--- config.mk ---
export PLATFORM = sky130hd
export DESIGN_NAME = md_pad_responder
export DESIGN_NICKNAME = d
export VERILOG_FILES = /design/src/rtl/md_pad_responder.sv
export SDC_FILE = /design/constraint.sdc
export NUM_CORES = 1
export LEC_CHECK = 0
export ABC_AREA = 0
export BUFFER_PORTS_ARGS = -buffer_cell sky130_fd_sc_hd__buf_2
export CORE_AREA = 10 10 47 49
export DETAILED_ROUTE_END_ITERATION = 8
export DIE_AREA = 0 0 57 59
export GPL_TIMING_DRIVEN = 0
export PLACE_DENSITY = 0.63
export RECOVER_POWER = 25
export SLEW_MARGIN = 10
export SYNTH_ARGS = -nofsm -noshare
export SYNTH_HDL_FRONTEND = slang
export SYNTH_SLANG_ARGS = --single-unit
export TNS_END_PERCENT = 10
--- constraint.sdc ---
create_clock -name clk_peripheral -period 0.95 [get_ports clk_peripheral]
set_input_delay 0.095 -clock clk_peripheral [delete_from_list [all_inputs] [get_ports clk_peripheral]]
set_output_delay 0.095 -clock clk_peripheral [all_outputs]
set_load 0.1 [all_outputs]
--- src/rtl/md_pad_responder.sv ---
// Mega Drive pad emulation: tracks SELECT strobes and drives the active-low 6-bit pad data bus.
// Define MD_PAD_SIX_BUTTON_EN for the 6-button protocol; otherwise a plain 3-button pad is presented.
module md_pad_responder #(
  parameter int TIMEOUT_CYCLES = 150000,
  parameter int SYNC_STAGES    = 2
) (
  input  logic        clk_peripheral,
  input  logic        reset_n,
  input  logic [10:0] joystick,
  input  logic        md_select,
  output logic [5:0]  md_data
);

  logic [SYNC_STAGES-1:0] sync_q;
  logic [10:0]            joy_q;
  logic [5:0]             md_data_q;
  logic [5:0]             md_data_d;
  logic [2:0]             n_q;
  logic                   sel_s;

  // Idle SELECT level is high, so the chain resets to 1 to avoid a false fall.
  always_ff @(posedge clk_peripheral or negedge reset_n) begin
    if (!reset_n) begin
      sync_q <= '1;
      joy_q  <= '0;
    end else begin
      sync_q <= {sync_q[SYNC_STAGES-2:0], md_select};
      joy_q  <= joystick;
    end
  end

  assign sel_s = sync_q[SYNC_STAGES-1];

`ifdef MD_PAD_SIX_BUTTON_EN
  localparam int              TW   = $clog2(TIMEOUT_CYCLES + 1);
  localparam logic [TW-1:0]   TMAX = TW'(TIMEOUT_CYCLES);
  localparam logic [TW-1:0]   TPRE = TW'(TIMEOUT_CYCLES - 1);

  logic          sel_prev_q;
  logic [TW-1:0] timer_q;
  logic [TW-1:0] timer_d;
  logic [2:0]    n_d;
  logic          fall;
  logic          expire;

  assign fall   = sel_prev_q & ~sel_s;
  // The timer reaches TIMEOUT_CYCLES on this edge; a coincident fall still counts as strobe one.
  assign expire = (timer_q == TPRE);

  always_comb begin
    timer_d = timer_q;
    n_d     = n_q;
    if (fall) begin
      timer_d = '0;
      if (expire)
        n_d = 3'd1;
      else if (n_q >= 3'd4)
        n_d = 3'd4;
      else
        n_d = n_q + 3'd1;
    end else begin
      if (timer_q != TMAX)
        timer_d = timer_q + TW'(1);
      if (expire)
        n_d = 3'd0;
    end
  end

  always_ff @(posedge clk_peripheral or negedge reset_n) begin
    if (!reset_n) begin
      sel_prev_q <= 1'b1;
      timer_q    <= '0;
      n_q        <= 3'd0;
    end else begin
      sel_prev_q <= sel_s;
      timer_q    <= timer_d;
      n_q        <= n_d;
    end
  end
`else
  assign n_q = 3'd0;
`endif

  // Joystick word: [0]R [1]L [2]D [3]U [4]B [5]C [6]A [7]START [8]X [9]Y [10]Z.
  always_comb begin
    md_data_d = 6'b111111;
    if (sel_s) begin
      if (n_q == 3'd3)
        md_data_d = ~{joy_q[5], joy_q[4], 1'b0, joy_q[8], joy_q[9], joy_q[10]};
      else
        md_data_d = ~{joy_q[5], joy_q[4], joy_q[0], joy_q[1], joy_q[2], joy_q[3]};
    end else begin
      if (n_q == 3'd3)
        md_data_d = {~joy_q[7], ~joy_q[6], 4'b0000};
      else if (n_q >= 3'd4)
        md_data_d = {~joy_q[7], ~joy_q[6], 4'b1111};
      else
        md_data_d = {~joy_q[7], ~joy_q[6], 2'b00, ~joy_q[2], ~joy_q[3]};
    end
  end

  always_ff @(posedge clk_peripheral or negedge reset_n) begin
    if (!reset_n)
      md_data_q <= 6'b111111;
    else
      md_data_q <= md_data_d;
  end

  assign md_data = md_data_q;

endmodule

## Word level (Yosys, flattened, before mapping)

Index checks and enable logic that the tools add are counted.

- Bits in registers: 16
- Input port bits: 14
- Output and inout bits: 6
- Logic and storage cells: 9

- Mux-type cells: 1
- Bitwise gates (word level): 5

Operators with widths:

| cell | number |
|---|---|
| 6-bit 2-to-1 mux | 1 |
| 6-bit NOT | 1 |
| 1-bit NOT | 4 |

## Depth between registers and ports, before layout

- Depth in word-level cells: 2
- Gate-level depth with buffers: 1
- Mapped depth without buffers: 1

## Least setup slack after synthesis

OpenSTA, ideal clock, no wires.

- Path type: flip-flop to output port
- Start point: register md_data_q[0] (netlist: md_data[0])
- End point: output md_data[0]
- Data arrival time: 0.823 ns
- Data required time: 0.855 ns
- Slack: 0.032 ns
- Cell stages (with the launch flop): 1
- Buffers on the path: 0
- Cell sequence: dfstp_2

RTL lines:

| item | RTL line | source |
|---|---|---|
| from (decl) | 16 | `logic [5:0] md_data_q;` |
| from (signal assigned) | 106 | `md_data_q <= md_data_d;` |
| to (decl) | 11 | `output logic [5:0] md_data` |

No word-level cell between the ends.

## Worst setup path in the final report

- Start point: register md_data_q[3] (netlist: md_data[3])
- End point: output md_data[3]

No word-level cell between the ends.

==> impl_metrics.xml <==
<?xml version="1.0" encoding="UTF-8"?>
<metrics>
  <group name="synthesis">
    <metric name="ys_seq_area_share" unit="%">90.1</metric>
    <metric name="synth_area" unit="um2">455</metric>
    <metric name="average_instance_area_after_synthesis" unit="um2">20.7</metric>
    <metric name="synth.net_count" unit="">36</metric>
    <metric name="synth_cell_type_count" unit="">5</metric>
    <metric name="syn-instance-count" unit="">22</metric>
    <metric name="yosys_register_bits" unit="">16</metric>
    <metric name="synthesis.yosys.warnings" unit="">0</metric>
  </group>
  <group name="sta">
    <metric name="hold_violations" unit="">0</metric>
    <metric name="drv_slew" unit="">0</metric>
    <metric name="tightest_slew" unit="ns">0.377</metric>
    <metric name="worst_clock_skew" unit="ns">0.00975</metric>
    <metric name="achievable-frequency" unit="MHz">912</metric>
    <metric name="layout_worst_path_cycle_share" unit="%">115</metric>
    <metric name="timing.final.setup_violations" unit="">6</metric>
    <metric name="final_worst_path_setup_slack" unit="ns">-0.147</metric>
    <metric name="final.min_clock_period" unit="ns">1.10</metric>
    <metric name="rsz_0062_raised_after_global_routing" unit="">yes</metric>
    <metric name="relative_slew_slack" unit="%">74.9</metric>
  </group>
  <group name="global_route">
    <metric name="number_of_global_route_vias_before_repair" unit="">313</metric>
    <metric name="grt_start_max_net_pins" unit="">17</metric>
    <metric name="antenna_found_initial" unit="">0</metric>
    <metric name="gr-total-overflow" unit="">0</metric>
    <metric name="grt.total_usage" unit="%">5.33</metric>
    <metric name="grt_pass1_wl" unit="mm">1.37</metric>
  </group>
  <group name="finish">
    <metric name="drive_above_1_share" unit="%">55.8</metric>
    <metric name="areaGrowthSynthToFinish" unit="%">69.5</metric>
    <metric name="fin_cells" unit="">68</metric>
    <metric name="nFillCells" unit="">106</metric>
    <metric name="diodes" unit="">0</metric>
    <metric name="final_net_count" unit="">67</metric>
  </group>
  <group name="detailed_routing">
    <metric name="routed-via-count" unit="">258</metric>
    <metric name="avgViaCountPerCell" unit="">3.79</metric>
    <metric name="number_of_drc_violations_after_detailed_routing_iteration_0" unit="">1</metric>
    <metric name="detailedRoute.firstPassIterationCount" unit="">2</metric>
    <metric name="drt-wirelength-per-cell" unit="um">11.5</metric>
    <metric name="detail_route.drc_violations" unit="">0</metric>
    <metric name="drt.antenna.violating_nets" unit="">0</metric>
    <metric name="wirelength" unit="um">780</metric>
  </group>
  <group name="placement">
    <metric name="numPlacedInstances" unit="">54</metric>
    <metric name="place.gp.congestion" unit="">0.643</metric>
    <metric name="place_hpwl" unit="um">509</metric>
    <metric name="port_buffers" unit="">16</metric>
  </group>
  <group name="clock_tree">
    <metric name="cts_root_buffer" unit="">sky130_fd_sc_hd__clkbuf_4</metric>
    <metric name="post_cts_buffers" unit="">0</metric>
    <metric name="clkLatencyLatePin" unit="ns">0.28</metric>
    <metric name="clock_path_buffers" unit="">2</metric>
    <metric name="cts_tree" unit="">yes</metric>
    <metric name="htreeDepth" unit="">1</metric>
    <metric name="clock_sink_count" unit="">16</metric>
    <metric name="cts_inserted_buffers" unit="">3</metric>
    <metric name="clock_slew_at_the_register_clock_pins_of_the_worst_setup_and_hold_paths" unit="ns">0.09</metric>
  </group>
  <group name="power_and_ir_drop">
    <metric name="power.static_leakage" unit="nW">0.361</metric>
    <metric name="ir_drop_worst_vdd" unit="mV">1.05</metric>
    <metric name="finalPower" unit="mW">1.36</metric>
    <metric name="power.density_cell_area" unit="nW/um2">1770</metric>
  </group>
  <group name="worst_setup_path">
    <metric name="r2r_path_start" unit="">sync_q[1]$_DFF_PN1_</metric>
    <metric name="critPathLaunchType" unit="">register</metric>
    <metric name="path_max_fanout" unit="">1</metric>
    <metric name="path_cells" unit="">buf_12</metric>
    <metric name="timing.reg2reg.setup_slack" unit="ns">0.12</metric>
    <metric name="critical-path-max-stage-delay" unit="ns">0.55</metric>
    <metric name="worstRegToRegCells" unit="">1</metric>
    <metric name="timing.critical_path.max_delay_family" unit="">flip-flops</metric>
    <metric name="cp.required" unit="ns">0.85</metric>
    <metric name="critical_path_buffers_and_inverters" unit="">1</metric>
    <metric name="critical_path_cell_with_the_highest_stage_delay" unit="">sky130_fd_sc_hd__dfstp_2</metric>
    <metric name="critical_path.endpoint_type" unit="">output pin</metric>
    <metric name="timing_worst_setup_path_type" unit="">register to output pin</metric>
    <metric name="critical_path_arrival" unit="ns">1.00</metric>
    <metric name="regToRegEndpoint" unit="">md_data[4]$_DFF_PN1_</metric>
    <metric name="timing.critical_path.from" unit="">md_data[3]$_DFF_PN1_</metric>
  </group>
  <group name="die">
    <metric name="top_level_ports" unit="">20</metric>
    <metric name="num_rows" unit="">14</metric>
    <metric name="initial_utilization" unit="%">32.5</metric>
    <metric name="chipHeight" unit="um">59</metric>
    <metric name="fp.dieArea" unit="um2">3360</metric>
    <metric name="placeableCoreArea" unit="um2">1400</metric>
    <metric name="die_w" unit="um">57</metric>
  </group>
  <group name="run">
    <metric name="drv_cap" unit="">0</metric>
  </group>
  <group name="hold_path">
    <metric name="worstHoldPathType" unit="">primary input to async pin</metric>
  </group>
  <group name="outcome">
    <metric name="status" unit="">finished with violations</metric>
    <metric name="violations_in_the_final_reports" unit="">setup timing</metric>
  </group>
</metrics>
[cells in the mapped netlist (all sizes together)]
cell type | instances | area [um2]
mux2i | 2 | 20.0
and2b | 2 | 17.5
dfrtp | 8 | 200
inv | 2 | 7.51
dfstp | 8 | 210
[metrics by stage]
step | worst slack, ns | hold WS (ns) | utilization (%) | instance area [um2] | setup TNS [ns]
floorplan | 0.0319 | -0.201 | - | 455 | 0
global placement | -0.0524 | 0.00619 | 39.6 | 556 | -0.309
detailed placement | -0.0555 | 0.0123 | 39.6 | 556 | -0.322
CTS | -0.161 | 0.236 | 55.1 | 772 | -0.922
global route | -0.194 | 0.277 | 55.1 | 772 | -1.06
finish | -0.147 | 0.252 | 55.1 | 772 | -0.841
[metal layers]
metal	GRT usage, %	part of all wire [%]	vias to the layer above
li1	-	-	126
met2	8.68	50	12
met1	4.53	37	120
met3	4.29	13	0
met5	0	0	-
met4	3.02	0	0
[registers in the layout (all words and copies together), names as in the netlist]
signal and count:
md_data 6, joy_q 8, sync_q 2
[layout make-up]
| cell class | count | area (um2) | area share [%] |
|---|---|---|---|
| clock buffer | 4 | 26.3 | 3.40 |
| inverter | 2 | 7.51 | 0.972 |
| multi-input combinational | 4 | 37.5 | 4.86 |
| sequential | 16 | 410 | 53.2 |
| tap | 16 | 20.0 | 2.59 |
| timing repair buffer | 26 | 270 | 35.0 |
[worst max-delay path by stage]
stage | depth (start not counted) | to | slack, ns
after floorplan | 0 | md_data[0] | 0.03
after global placement | 1 | md_data[0] | -0.05
after detailed placement | 1 | md_data[0] | -0.06
after CTS | 1 | md_data[4] | -0.16
after global routing | 1 | md_data[3] | -0.19
final | 1 | md_data[3] | -0.15
[kinds of logic (layout without fill, tap and decap cells)]
family	Yosys count	after routing	share of synthesized area, %
buf+inv	2	32	1.65
mux	2	2	4.40
flops	16	16	90.1
simple gates	2	2	3.85
[power breakdown]
group / leakage (nW) / total, mW / switching [mW] / internal, mW
clock network: 0.0150 / 0.357 / 0.194 / 0.163
registers: 0.177 / 0.752 / 0.0192 / 0.733
logic: 0.169 / 0.255 / 0.147 / 0.108
[repair_timing]
item,in CTS,in global routing
hold endpoints to repair,25,0
hold buffers,10,0
pin swaps,0,0
setup endpoints to repair,6,6
resized for setup,24,0
[cell usage in the layout, fill, tap and decap left out]
master                          instances
sky130_fd_sc_hd__dlygate4sd3_1         10
sky130_fd_sc_hd__inv_1                  2
sky130_fd_sc_hd__clkbuf_1               1
sky130_fd_sc_hd__dfrtp_1                8
sky130_fd_sc_hd__mux2i_1                2
sky130_fd_sc_hd__buf_2                  9
sky130_fd_sc_hd__and2b_2                2
sky130_fd_sc_hd__dfstp_2                8
sky130_fd_sc_hd__clkbuf_2               1
sky130_fd_sc_hd__clkbuf_4               3
sky130_fd_sc_hd__buf_12                 6
Note: power is estimated with default switching activity, not from simulation.
